**src/rtl/dma_xfer_engine_if.sv**
```systemverilog
// Bus master port of the DMA transfer engine.
// Single outstanding request, read data returned on rvalid.
interface dma_xfer_engine_if #(
   parameter int AW = 32,
   parameter int DW = 32
);
   logic          valid;
   logic          ready;
   logic          wr;
   logic [AW-1:0] addr;
   logic [DW-1:0] wdata;
   logic          rvalid;
   logic [DW-1:0] rdata;

   modport master (
      output valid, wr, addr, wdata,
      input  ready, rvalid, rdata
   );

   modport slave (
      input  valid, wr, addr, wdata,
      output ready, rvalid, rdata
   );
endinterface

```
**src/rtl/dma_xfer_engine.sv**
```systemverilog
// DMA transfer engine: moves a job word by word, read then write,
// over a single-outstanding valid/ready bus master port.
module dma_xfer_engine #(
   parameter int ADDR_WIDTH = 32,
   parameter int DATA_WIDTH = 32,
   parameter int LEN_WIDTH  = 16,
   parameter int ADDR_STEP  = 4
) (
   input  logic                  clk,
   input  logic                  reset,
   input  logic                  start_i,
   input  logic                  abort_i,
   input  logic                  dir_i,
   input  logic                  io_fixed_i,
   input  logic [ADDR_WIDTH-1:0] io_addr_i,
   input  logic [ADDR_WIDTH-1:0] mem_addr_i,
   input  logic [LEN_WIDTH-1:0]  len_i,
   dma_xfer_engine_if.master     m,
   output logic                  busy_o,
   output logic                  done_o,
   output logic                  err_o,
   output logic [LEN_WIDTH-1:0]  words_done_o
);

   typedef enum logic [2:0] {
      IDLE, RD_REQ, RD_WAIT, WR_REQ, DONE
   } state_t;

   localparam logic [ADDR_WIDTH-1:0] STEP = ADDR_WIDTH'(ADDR_STEP);

   state_t                state_q;
   logic [ADDR_WIDTH-1:0] src_q, dst_q;
   logic                  src_inc_q, dst_inc_q;
   logic [LEN_WIDTH-1:0]  rem_q, wcnt_q;
   logic                  abort_q;
   logic                  valid_q, wr_q;
   logic [ADDR_WIDTH-1:0] addr_q;
   logic [DATA_WIDTH-1:0] wdata_q;
   logic                  busy_q, done_q, err_q;
   logic [ADDR_WIDTH-1:0] src_d, dst_d;
   logic                  last_d;

   assign src_d  = src_q + (src_inc_q ? STEP : '0);
   assign dst_d  = dst_q + (dst_inc_q ? STEP : '0);
   assign last_d = (rem_q == LEN_WIDTH'(1)) | abort_q | abort_i;

   always_ff @(posedge clk or posedge reset) begin
      if (reset) begin
         state_q   <= IDLE;
         src_q     <= '0;
         dst_q     <= '0;
         src_inc_q <= 1'b0;
         dst_inc_q <= 1'b0;
         rem_q     <= '0;
         wcnt_q    <= '0;
         abort_q   <= 1'b0;
         valid_q   <= 1'b0;
         wr_q      <= 1'b0;
         addr_q    <= '0;
         wdata_q   <= '0;
         busy_q    <= 1'b0;
         done_q    <= 1'b0;
         err_q     <= 1'b0;
      end else begin
         done_q <= 1'b0;
         unique case (state_q)
            IDLE: begin
               if (start_i) begin
                  err_q   <= 1'b0;
                  wcnt_q  <= '0;
                  abort_q <= 1'b0;
                  if (len_i != '0) begin
                     src_q     <= dir_i ? mem_addr_i : io_addr_i;
                     dst_q     <= dir_i ? io_addr_i : mem_addr_i;
                     src_inc_q <= dir_i | ~io_fixed_i;
                     dst_inc_q <= ~dir_i | ~io_fixed_i;
                     rem_q     <= len_i;
                     busy_q    <= 1'b1;
                     valid_q   <= 1'b1;
                     wr_q      <= 1'b0;
                     addr_q    <= dir_i ? mem_addr_i : io_addr_i;
                     state_q   <= RD_REQ;
                  end else begin
                     done_q  <= 1'b1;
                     state_q <= DONE;
                  end
               end
            end
            RD_REQ: begin
               if (abort_i) abort_q <= 1'b1;
               if (m.ready) begin
                  valid_q <= 1'b0;
                  state_q <= RD_WAIT;
               end
            end
            RD_WAIT: begin
               if (abort_i) abort_q <= 1'b1;
               if (m.rvalid) begin
                  wdata_q <= m.rdata;
                  valid_q <= 1'b1;
                  wr_q    <= 1'b1;
                  addr_q  <= dst_q;
                  state_q <= WR_REQ;
               end
            end
            WR_REQ: begin
               if (m.ready) begin
                  wcnt_q <= wcnt_q + LEN_WIDTH'(1);
                  rem_q  <= rem_q - LEN_WIDTH'(1);
                  src_q  <= src_d;
                  dst_q  <= dst_d;
                  // an abort arriving with this handshake still flags err
                  if (last_d) begin
                     valid_q <= 1'b0;
                     busy_q  <= 1'b0;
                     done_q  <= 1'b1;
                     err_q   <= abort_q | abort_i;
                     abort_q <= 1'b0;
                     state_q <= DONE;
                  end else begin
                     wr_q    <= 1'b0;
                     addr_q  <= src_d;
                     state_q <= RD_REQ;
                  end
               end else if (abort_i) begin
                  abort_q <= 1'b1;
               end
            end
            DONE: begin
               state_q <= IDLE;
            end
            default: begin
               state_q <= IDLE;
            end
         endcase
      end
   end

   assign m.valid      = valid_q;
   assign m.wr         = wr_q;
   assign m.addr       = addr_q;
   assign m.wdata      = wdata_q;
   assign busy_o       = busy_q;
   assign done_o       = done_q;
   assign err_o        = err_q;
   assign words_done_o = wcnt_q;

endmodule

```
**src/flat_wrapper.sv**
```systemverilog
// flat-port wrapper written by rule: the top's interface ports become plain ports
module dma_xfer_engine_flat 
#(
   parameter int ADDR_WIDTH = 32,
   parameter int DATA_WIDTH = 32,
   parameter int LEN_WIDTH  = 16,
   parameter int ADDR_STEP  = 4
)
  (clk, reset, start_i, abort_i, dir_i, io_fixed_i, io_addr_i, mem_addr_i, len_i, busy_o, done_o, err_o, words_done_o, m_valid, m_wr, m_addr, m_wdata, m_ready, m_rvalid, m_rdata);
  dma_xfer_engine_if #(.AW(32), .DW(32)) m_i ();
  input  logic clk;
  input  logic reset;
  input  logic start_i;
  input  logic abort_i;
  input  logic dir_i;
  input  logic io_fixed_i;
  input  logic [ADDR_WIDTH-1:0] io_addr_i;
  input  logic [ADDR_WIDTH-1:0] mem_addr_i;
  input  logic [LEN_WIDTH-1:0] len_i;
  output logic busy_o;
  output logic done_o;
  output logic err_o;
  output logic [LEN_WIDTH-1:0] words_done_o;
  output wire logic [$bits(m_i.valid)-1:0] m_valid;
  output wire logic [$bits(m_i.wr)-1:0] m_wr;
  output wire logic [$bits(m_i.addr)-1:0] m_addr;
  output wire logic [$bits(m_i.wdata)-1:0] m_wdata;
  input wire logic [$bits(m_i.ready)-1:0] m_ready;
  input wire logic [$bits(m_i.rvalid)-1:0] m_rvalid;
  input wire logic [$bits(m_i.rdata)-1:0] m_rdata;
  assign m_valid = m_i.valid;
  assign m_wr = m_i.wr;
  assign m_addr = m_i.addr;
  assign m_wdata = m_i.wdata;
  assign m_i.ready = m_ready;
  assign m_i.rvalid = m_rvalid;
  assign m_i.rdata = m_rdata;
  dma_xfer_engine #(.ADDR_WIDTH(ADDR_WIDTH), .DATA_WIDTH(DATA_WIDTH), .LEN_WIDTH(LEN_WIDTH), .ADDR_STEP(ADDR_STEP)) u_core (.clk(clk), .reset(reset), .start_i(start_i), .abort_i(abort_i), .dir_i(dir_i), .io_fixed_i(io_fixed_i), .io_addr_i(io_addr_i), .mem_addr_i(mem_addr_i), .len_i(len_i), .m(m_i), .busy_o(busy_o), .done_o(done_o), .err_o(err_o), .words_done_o(words_done_o));
endmodule
```
**config.mk**
```make
export PLATFORM = sky130hd
export DESIGN_NAME = dma_xfer_engine_flat
export DESIGN_NICKNAME = d
export VERILOG_FILES = /design/src/rtl/dma_xfer_engine_if.sv /design/src/rtl/dma_xfer_engine.sv /design/src/flat_wrapper.sv
export SDC_FILE = /design/constraint.sdc
export NUM_CORES = 1
export LEC_CHECK = 0
export CAP_MARGIN = 20
export CORE_MARGIN = 2
export CORE_UTILIZATION = 52
export CTS_CLUSTER_SIZE = 14
export DETAILED_ROUTE_END_ITERATION = 7
export GPL_ROUTABILITY_DRIVEN = 0
export PLACE_DENSITY = 0.87
export RECOVER_POWER = 25
export SLEW_MARGIN = 20
export SYNTH_ARGS = -nofsm -noshare
export SYNTH_HDL_FRONTEND = slang
export SYNTH_SLANG_ARGS = --single-unit
export TNS_END_PERCENT = 20
```
**constraint.sdc**
```tcl
create_clock -name clk -period 7.2 [get_ports clk]
set_input_delay 2.16 -clock clk [delete_from_list [all_inputs] [get_ports clk]]
set_output_delay 2.16 -clock clk [all_outputs]
set_load 0.03 [all_outputs]
```
==> reports/summary.json, run 1 <==
{
  "run_status": {
    "status": "finished with violations",
    "failed_checks": "max-capacitance violations, max-slew violations"
  },
  "route": {
    "ant_nets": 0,
    "route.final.wire_length_microns": 27920,
    "detailedRoute.firstPassIterationCount": 8,
    "detail_route.wl_per_cell_microns": 18.47,
    "drc_errors": 0,
    "routed-via-count": 9426,
    "drt-vias-per-instance": 6.234,
    "drt_iter0_markers": 985
  },
  "clock_network": {
    "cts_post_setup_buffers_inserted": 0,
    "ctsHtreeMaxLevel": 4,
    "cts.path.max_buffers": 2,
    "postCtsResizedCells": 0,
    "cts_made_buffers": 17,
    "cts.hold.buffers_added": 0,
    "cts.reportedPaths.clkPinSlew_ns": 0.07,
    "root_buffer": "clkbuf_16",
    "clkLatencyLatePin_ns": 0.44,
    "clock-sinks": 171,
    "tritoncts": "built"
  },
  "setup_path": {
    "startpoint_type": "input port",
    "cp.arrival_ns": 5.11,
    "timing_worst_setup_path_type": "in -> reg",
    "worst-endpoint-required_ns": 7.53,
    "type_of_destination_of_the_critical_path": "flop",
    "path_max_fanout": 49
  },
  "floorplan": {
    "starting_density_of_the_core_pct": 52.98,
    "core-area_sq_um": 18640,
    "floorplan.rows": 50,
    "dieArea_sq_um": 20110,
    "die_h_microns": 141.8,
    "floorplan.die.width_microns": 141.8,
    "design.portCount": 205
  },
  "synthesis": {
    "synth_ff_type": "dfrtp_1",
    "post_synth_instance_area_sq_um": 9877,
    "synth.lib_cells_used.distinct": 59,
    "syn_nets": 1236,
    "total_number_of_yosys_warnings": 0,
    "ys_seq_elements": 171,
    "async_flop_share_pct": 100.0,
    "synth_sequential_area_ratio_pct": 43.32,
    "synth_edf_count": 0,
    "syn-mean-instance-area_sq_um": 8.906,
    "syn_inst": 1109
  },
  "timing": {
    "setup-tns-final_ns": 0,
    "finalCriticalPeriod_ns": 4.780,
    "finalHoldViolCount": 0,
    "timing.final.setup_violations": 0,
    "maxSlewViolCount": 34,
    "slew-limit-headroom_pct": -28.63,
    "fmax_mhz": 209.2,
    "rsz0062_at_grt": "false",
    "worst_setup_skew_after_layout_ns": 0.01014,
    "min_period_over_period_pct": 66.39,
    "tightestPinTransition_ns": 1.929
  },
  "layout": {
    "antenna_cells_inserted": 0,
    "area_growth_syn_to_layout_pct": 27.83,
    "postLayoutCoreUtil_pct": 67.72,
    "layout.nets": 1392,
    "final.fill_count": 1469,
    "final_common_cell": "clkdlybuf4s50_1",
    "drive_gt1_share_pct": 9.311,
    "mostFrequentLayoutCells": "200 x clkdlybuf4s50_1, 171 x dfrtp_1, 137 x a21oi_1",
    "instances_no_fill": 1512
  },
  "placement": {
    "portBuffers": 204,
    "place_inst": 1480,
    "dp.final_hpwl_microns": 18920
  },
  "global_route": {
    "antenna_found_initial": 0,
    "grt_pass1_vias": 8888,
    "grt-ovfl-total": 0,
    "global_route_wire_length_before_repair_microns": 44710,
    "grt_start_max_net_pins": 97,
    "grtUsageTotal_pct": 27.73
  },
  "pwr": {
    "power_leakage_nw": 5.048,
    "vdd_drop_max_v": 0.0002238,
    "power.total_mw": 5.536,
    "power-per-cell-area_nw_per_um2": 438.5
  },
  "run": {
    "drv.max_cap_violation_count": 1
  },
  "worst_hold_path": {
    "min_path_type": "reg -> reg"
  }
}
[kinds of logic (layout without fill, tap and decap cells)]
| group | count (synthesis) | after routing | synth area share (%) |
|---|---|---|---|
| xor+xnor | 30 | 30 | 2.660 |
| flops | 171 | 171 | 43.32 |
| simple gates | 362 | 362 | 17.81 |
| compound gates | 345 | 345 | 20.69 |
| mux | 98 | 98 | 10.72 |
| fa+ha+maj | 7 | 7 | 0.8867 |
| buf+inv | 96 | 265 | 3.914 |
[final cells by class]
cell class	instances	area [sq um]	share of cell area, %
clock buffer	17	425.4	3.369
clock inverter	15	185.2	1.467
inverter	18	72.57	0.5748
multi-input combinational	842	5240	41.50
sequential	171	4279	33.89
tap	234	292.8	2.319
timing repair buffer	215	2131	16.88
[Yosys cell counts, drive strengths merged, types with 2 or more instances]
cell type | count | area [sq um]
dfrtp | 171 | 4279
a21oi | 139 | 695.7
nand2 | 113 | 424.2
nor2 | 89 | 344.1
o21ai | 89 | 445.4
mux2 | 62 | 698.2
clkbuf | 50 | 187.7
nand3 | 46 | 230.2
mux2i | 36 | 360.4
buf | 28 | 131.4
xnor2 | 23 | 201.4
and3 | 20 | 125.1
nor3 | 20 | 111.4
inv | 18 | 67.56
a31oi | 17 | 106.4
nor4 | 15 | 108.9
o22ai | 14 | 87.58
a221oi | 13 | 113.9
a22oi | 12 | 90.09
nand4 | 12 | 75.07
a211oi | 10 | 75.07
o22a | 10 | 87.58
a2bb2oi | 9 | 78.83
nor2b | 9 | 56.30
or3 | 9 | 56.30
nand2b | 8 | 50.05
ha | 7 | 87.58
o31ai | 7 | 52.55
xor2 | 7 | 61.31
and2 | 6 | 37.54
a22o | 5 | 43.79
o2bb2ai | 4 | 35.03
or4 | 4 | 33.78
o21a | 3 | 22.52
a21o | 2 | 15.01
a311oi | 2 | 17.52
and4 | 2 | 17.52
nor4b | 2 | 32.53
o211ai | 2 | 15.01
or2 | 2 | 12.51
or4b | 2 | 20.02
[final timing paths]
path | start | to | slack (ns) | depth (start not counted)
min in group asynchronous | reset | u_core.m.wdata[14]$_DFFE_PP0P_ | 2.39 | 2
max | len_i[10] | u_core.rem_q[13]$_DFFE_PP0P_ | 2.42 | 8
max reg2reg | u_core.state_q[1]$_DFFE_PP0P_ | u_core.m.wdata[4]$_DFFE_PP0P_ | 3.42 | 4
max in group asynchronous | reset | u_core.dst_q[7]$_DFFE_PP0P_ | 3.73 | 3
min | u_core.src_q[1]$_DFFE_PP0P_ | u_core.src_q[1]$_DFFE_PP0P_ | 0.47 | 2
min reg2reg | u_core.src_q[1]$_DFFE_PP0P_ | u_core.src_q[1]$_DFFE_PP0P_ | 0.47 | 2
[report_power, final]
part           switching (mW)  total, mW  internal, mW
combinational            1.64       2.76          1.12
clock                   0.413      0.966         0.553
sequential              0.410       1.81          1.40
total                    2.46       5.54          3.08
[registers in the layout, summed over array words and instances, names as in the netlist]
register,flops
u_core.dst_q,32
u_core.m.addr,32
u_core.m.wdata,32
u_core.src_q,32
u_core.rem_q,16
u_core.words_done_o,16
u_core.state_q,3
u_core.abort_q,1
u_core.busy_o,1
u_core.done_o,1
u_core.dst_inc_q,1
u_core.err_o,1
u_core.m.valid,1
u_core.m.wr,1
u_core.src_inc_q,1
[stage by stage]
step,hold WS [ns],instance area (sq um),setup slack [ns]
after CTS,0.4784,12640,2.477
final,0.4744,12630,2.420
after floorplan,0.4422,9877,0.4082
after global placement,0.4525,12030,2.010
after detailed placement,0.4624,12030,2.030
after global routing,0.5022,12630,2.108
[critical path: stages]
cell and delay, ns:
clkdlybuf4s50_1 0.43, nor4_1 0.46, nand4_1 0.32, nand3_1 0.26, a21o_2 0.74, buf_4 0.41
a21oi_1 0.07, o22a_1 0.22
[metal layers]
metal / part of all wire, % / vias up / GRT usage (%) / wire, microns
met4: 2.5 / 0 / 10.32 / 701
li1: - / 4370 / - / -
met2: 48 / 492 / 44.63 / 13310
met1: 42 / 4502 / 37.16 / 11870
met5: 0 / - / 0 / 0
met3: 7.3 / 62 / 5.839 / 2049
No activity file was read; power rests on OpenSTA's default activity.
==> inputs of run 2 (changes only) <==
clock period = 4.8 ns   (was 7.2 ns; I/O delays follow)
==> reports/summary.json, run 2 (synthesis gave the netlist of run 1 again) <==
{
  "setup_path": {
    "timing_worst_setup_path_type": "in -> reg",
    "path_max_fanout": {"value": 10, "change": "-80%"},
    "startpoint_type": "input port",
    "cp.arrival": {"value": 4.07, "unit": "ns", "change": "-1.04 ns"},
    "type_of_destination_of_the_critical_path": "flop",
    "worst-endpoint-required": {"value": 5.16, "unit": "ns", "change": "-2.37 ns"}
  },
  "layout": {
    "final.fill_count": {"value": 1463, "change": "-0.41%"},
    "antenna_cells_inserted": {"value": 0, "change": "unchanged"},
    "layout.nets": {"value": 1403, "change": "+0.79%"},
    "mostFrequentLayoutCells": "201 x clkdlybuf4s50_1, 171 x dfrtp_1, 137 x a21oi_1",
    "drive_gt1_share": {"value": 10.16, "unit": "%", "change": "+0.85 points"},
    "area_growth_syn_to_layout_pct": 28.76,
    "instances_no_fill": {"value": 1523, "change": "+0.73%"},
    "final_common_cell": "clkdlybuf4s50_1"
  },
  "global_route": {
    "global_route_wire_length_before_repair": {"value": 45460, "unit": "microns", "change": "+1.7%"},
    "grtUsageTotal": {"value": 27.97, "unit": "%", "change": "+0.24 points"},
    "grt_pass1_vias": {"value": 9181, "change": "+3.3%"},
    "grt_start_max_net_pins": {"value": 77, "change": "-21%"},
    "antenna_found_initial": {"value": 0, "change": "unchanged"},
    "grt-ovfl-total": {"value": 0, "change": "unchanged"}
  },
  "timing": {
    "worst_setup_skew_after_layout": {"value": 0.01037, "unit": "ns", "change": "+0.0002265 ns"},
    "timing.final.setup_violations": {"value": 0, "change": "unchanged"},
    "finalCriticalPeriod_ns": 3.710,
    "tightestPinTransition": {"value": 1.449, "unit": "ns", "change": "-0.4804 ns"},
    "slew-limit-headroom": {"value": 2.866, "unit": "%", "change": "+31 points"},
    "finalHoldViolCount": {"value": 0, "change": "unchanged"},
    "worst_path_setup_slack_after_routing": {"value": 1.090, "unit": "ns", "change": "-1.330 ns"},
    "maxSlewViolCount": {"value": 0, "change": "-100%"},
    "fmax_mhz": 269.5,
    "min_period_over_period_pct": 77.30,
    "rsz0062_at_grt": "false",
    "setup-tns-final": {"value": 0, "unit": "ns", "change": "unchanged"}
  },
  "worst_hold_path": {
    "min_path_type": "reg -> reg"
  },
  "pwr": {
    "power.total": {"value": 8.269, "unit": "mW", "change": "+49%"},
    "power-per-cell-area": {"value": 650.2, "unit": "nW/um^2", "change": "+48%"},
    "vdd_drop_max": {"value": 0.0003429, "unit": "V", "change": "+53%"},
    "power_leakage": {"value": 5.104, "unit": "nW", "change": "+1.1%"}
  },
  "route": {
    "routed-via-count": {"value": 9529, "change": "+1.1%"},
    "route.met2.wl": {"value": 13600, "unit": "microns", "change": "+2.2%"},
    "drt_iter0_markers": {"value": 903, "change": "-8.3%"},
    "detail_route.wl_per_cell": {"value": 18.48, "unit": "microns", "change": "about the same"},
    "routedLengthMet1": {"value": 11410, "unit": "microns", "change": "-3.9%"},
    "wl_met3": {"value": 2164, "unit": "microns", "change": "+5.6%"},
    "drc_errors": {"value": 0, "change": "unchanged"},
    "top_layer": "met4",
    "route.final.wire_length": {"value": 28140, "unit": "microns", "change": "+0.77%"},
    "ant_nets": {"value": 0, "change": "unchanged"},
    "detailedRoute.firstPassIterationCount": {"value": 6, "change": "-2"},
    "drt-vias-per-instance": {"value": 6.257, "change": "+0.36%"}
  },
  "floorplan": {
    "design.portCount": {"value": 205, "change": "unchanged"},
    "core-area": {"value": 18640, "unit": "sq um", "change": "unchanged"},
    "floorplan.die.width": {"value": 141.8, "unit": "microns", "change": "unchanged"},
    "dieArea": {"value": 20110, "unit": "sq um", "change": "unchanged"},
    "starting_density_of_the_core": {"value": 52.98, "unit": "%", "change": "unchanged"},
    "floorplan.rows": {"value": 50, "change": "unchanged"},
    "die_h": {"value": 141.8, "unit": "microns", "change": "unchanged"}
  },
  "placement": {
    "place_inst": {"value": 1490, "change": "+0.68%"},
    "portBuffers": {"value": 204, "change": "unchanged"},
    "detailedPlace.worstSlack": {"value": 0.5033, "unit": "ns", "change": "-1.527 ns"},
    "dp.final_hpwl": {"value": 19570, "unit": "microns", "change": "+3.5%"}
  },
  "run": {
    "drv.max_cap_violation_count": {"value": 0, "change": "-1"}
  },
  "clock_network": {
    "ctsHtreeMaxLevel": {"value": 4, "change": "unchanged"},
    "cts.hold.buffers_added": {"value": 0, "change": "unchanged"},
    "cts.reportedPaths.clkPinSlew": {"value": 0.07, "unit": "ns", "change": "about the same"},
    "cts_made_buffers": {"value": 17, "change": "unchanged"},
    "clock-sinks": {"value": 171, "change": "unchanged"},
    "tritoncts": "built",
    "root_buffer": "clkbuf_16",
    "clkLatencyLatePin": {"value": 0.43, "unit": "ns", "change": "about the same"},
    "postCtsResizedCells": {"value": 0, "change": "unchanged"},
    "cts.path.max_buffers": {"value": 2, "change": "unchanged"},
    "cts_post_setup_buffers_inserted": {"value": 0, "change": "unchanged"}
  },
  "run_status": {
    "status": "complete, no violations"
  }
}
## run 2: layout make-up
cell class                      instances  area [sq um]  share of cell area (%)
Sequential cell                       171          4279                   33.65
Tap cell                              234         292.8                   2.302
Clock inverter                         15         128.9                   1.013
Inverter                               18         68.82                  0.5411
Multi-Input combinational cell        842          5240                   41.20
Clock buffer                           17         425.4                   3.345
Timing Repair Buffer                  226          2282                   17.95
## run 2: through the flow
stage | hold WS, ns | cell area [sq um] | util (%)
finish | 0.4877 | 12720 | 68.21
global route | 0.5030 | 12720 | 68.21
CTS | 0.4798 | 12700 | 68.12
detailed placement | 0.4640 | 12150 | 65.15
global placement | 0.4558 | 12120 | 65.00
floorplan | 0.4422 | 9881 | -
## run 2: where the power goes
part           total, mW  switching, mW  internal (mW)
clock network       1.32          0.635          0.683
registers           2.72          0.617           2.10
logic               4.23           2.48           1.75
total               8.27           3.73           4.54
## run 2: per-layer routing
metal  up-vias  track usage [%]
met3        77            4.084
li1       4387                -
met2       506            46.35
met5         -                0
met1      4559            36.93
met4         0            11.74
## run 2: path summary, 6_finish.rpt
kind	startpoint	endpoint	cells after the start	slack, ns
max in group asynchronous	reset	u_core.words_done_o[8]$_DFFE_PP0P_	3	2.04
worst max-delay path	m_ready	u_core.words_done_o[11]$_DFFE_PP0P_	7	1.09
worst max register to register	u_core.state_q[2]$_DFFE_PP0P_	u_core.words_done_o[11]$_DFFE_PP0P_	6	1.36
worst min register to register	u_core.src_q[1]$_DFFE_PP0P_	u_core.src_q[1]$_DFFE_PP0P_	2	0.49
min in group asynchronous	reset	u_core.dst_q[10]$_DFFE_PP0P_	2	1.78
worst min-delay path	u_core.src_q[1]$_DFFE_PP0P_	u_core.src_q[1]$_DFFE_PP0P_	2	0.49
## run 2: worst max-delay path: stages
cell and delay [ns]:
dlygate4sd3_1 0.63, nand2_1 0.11, nor2_1 0.60, nor2_2 0.20
or4_4 0.60, or3_1 0.33, a21oi_1 0.15
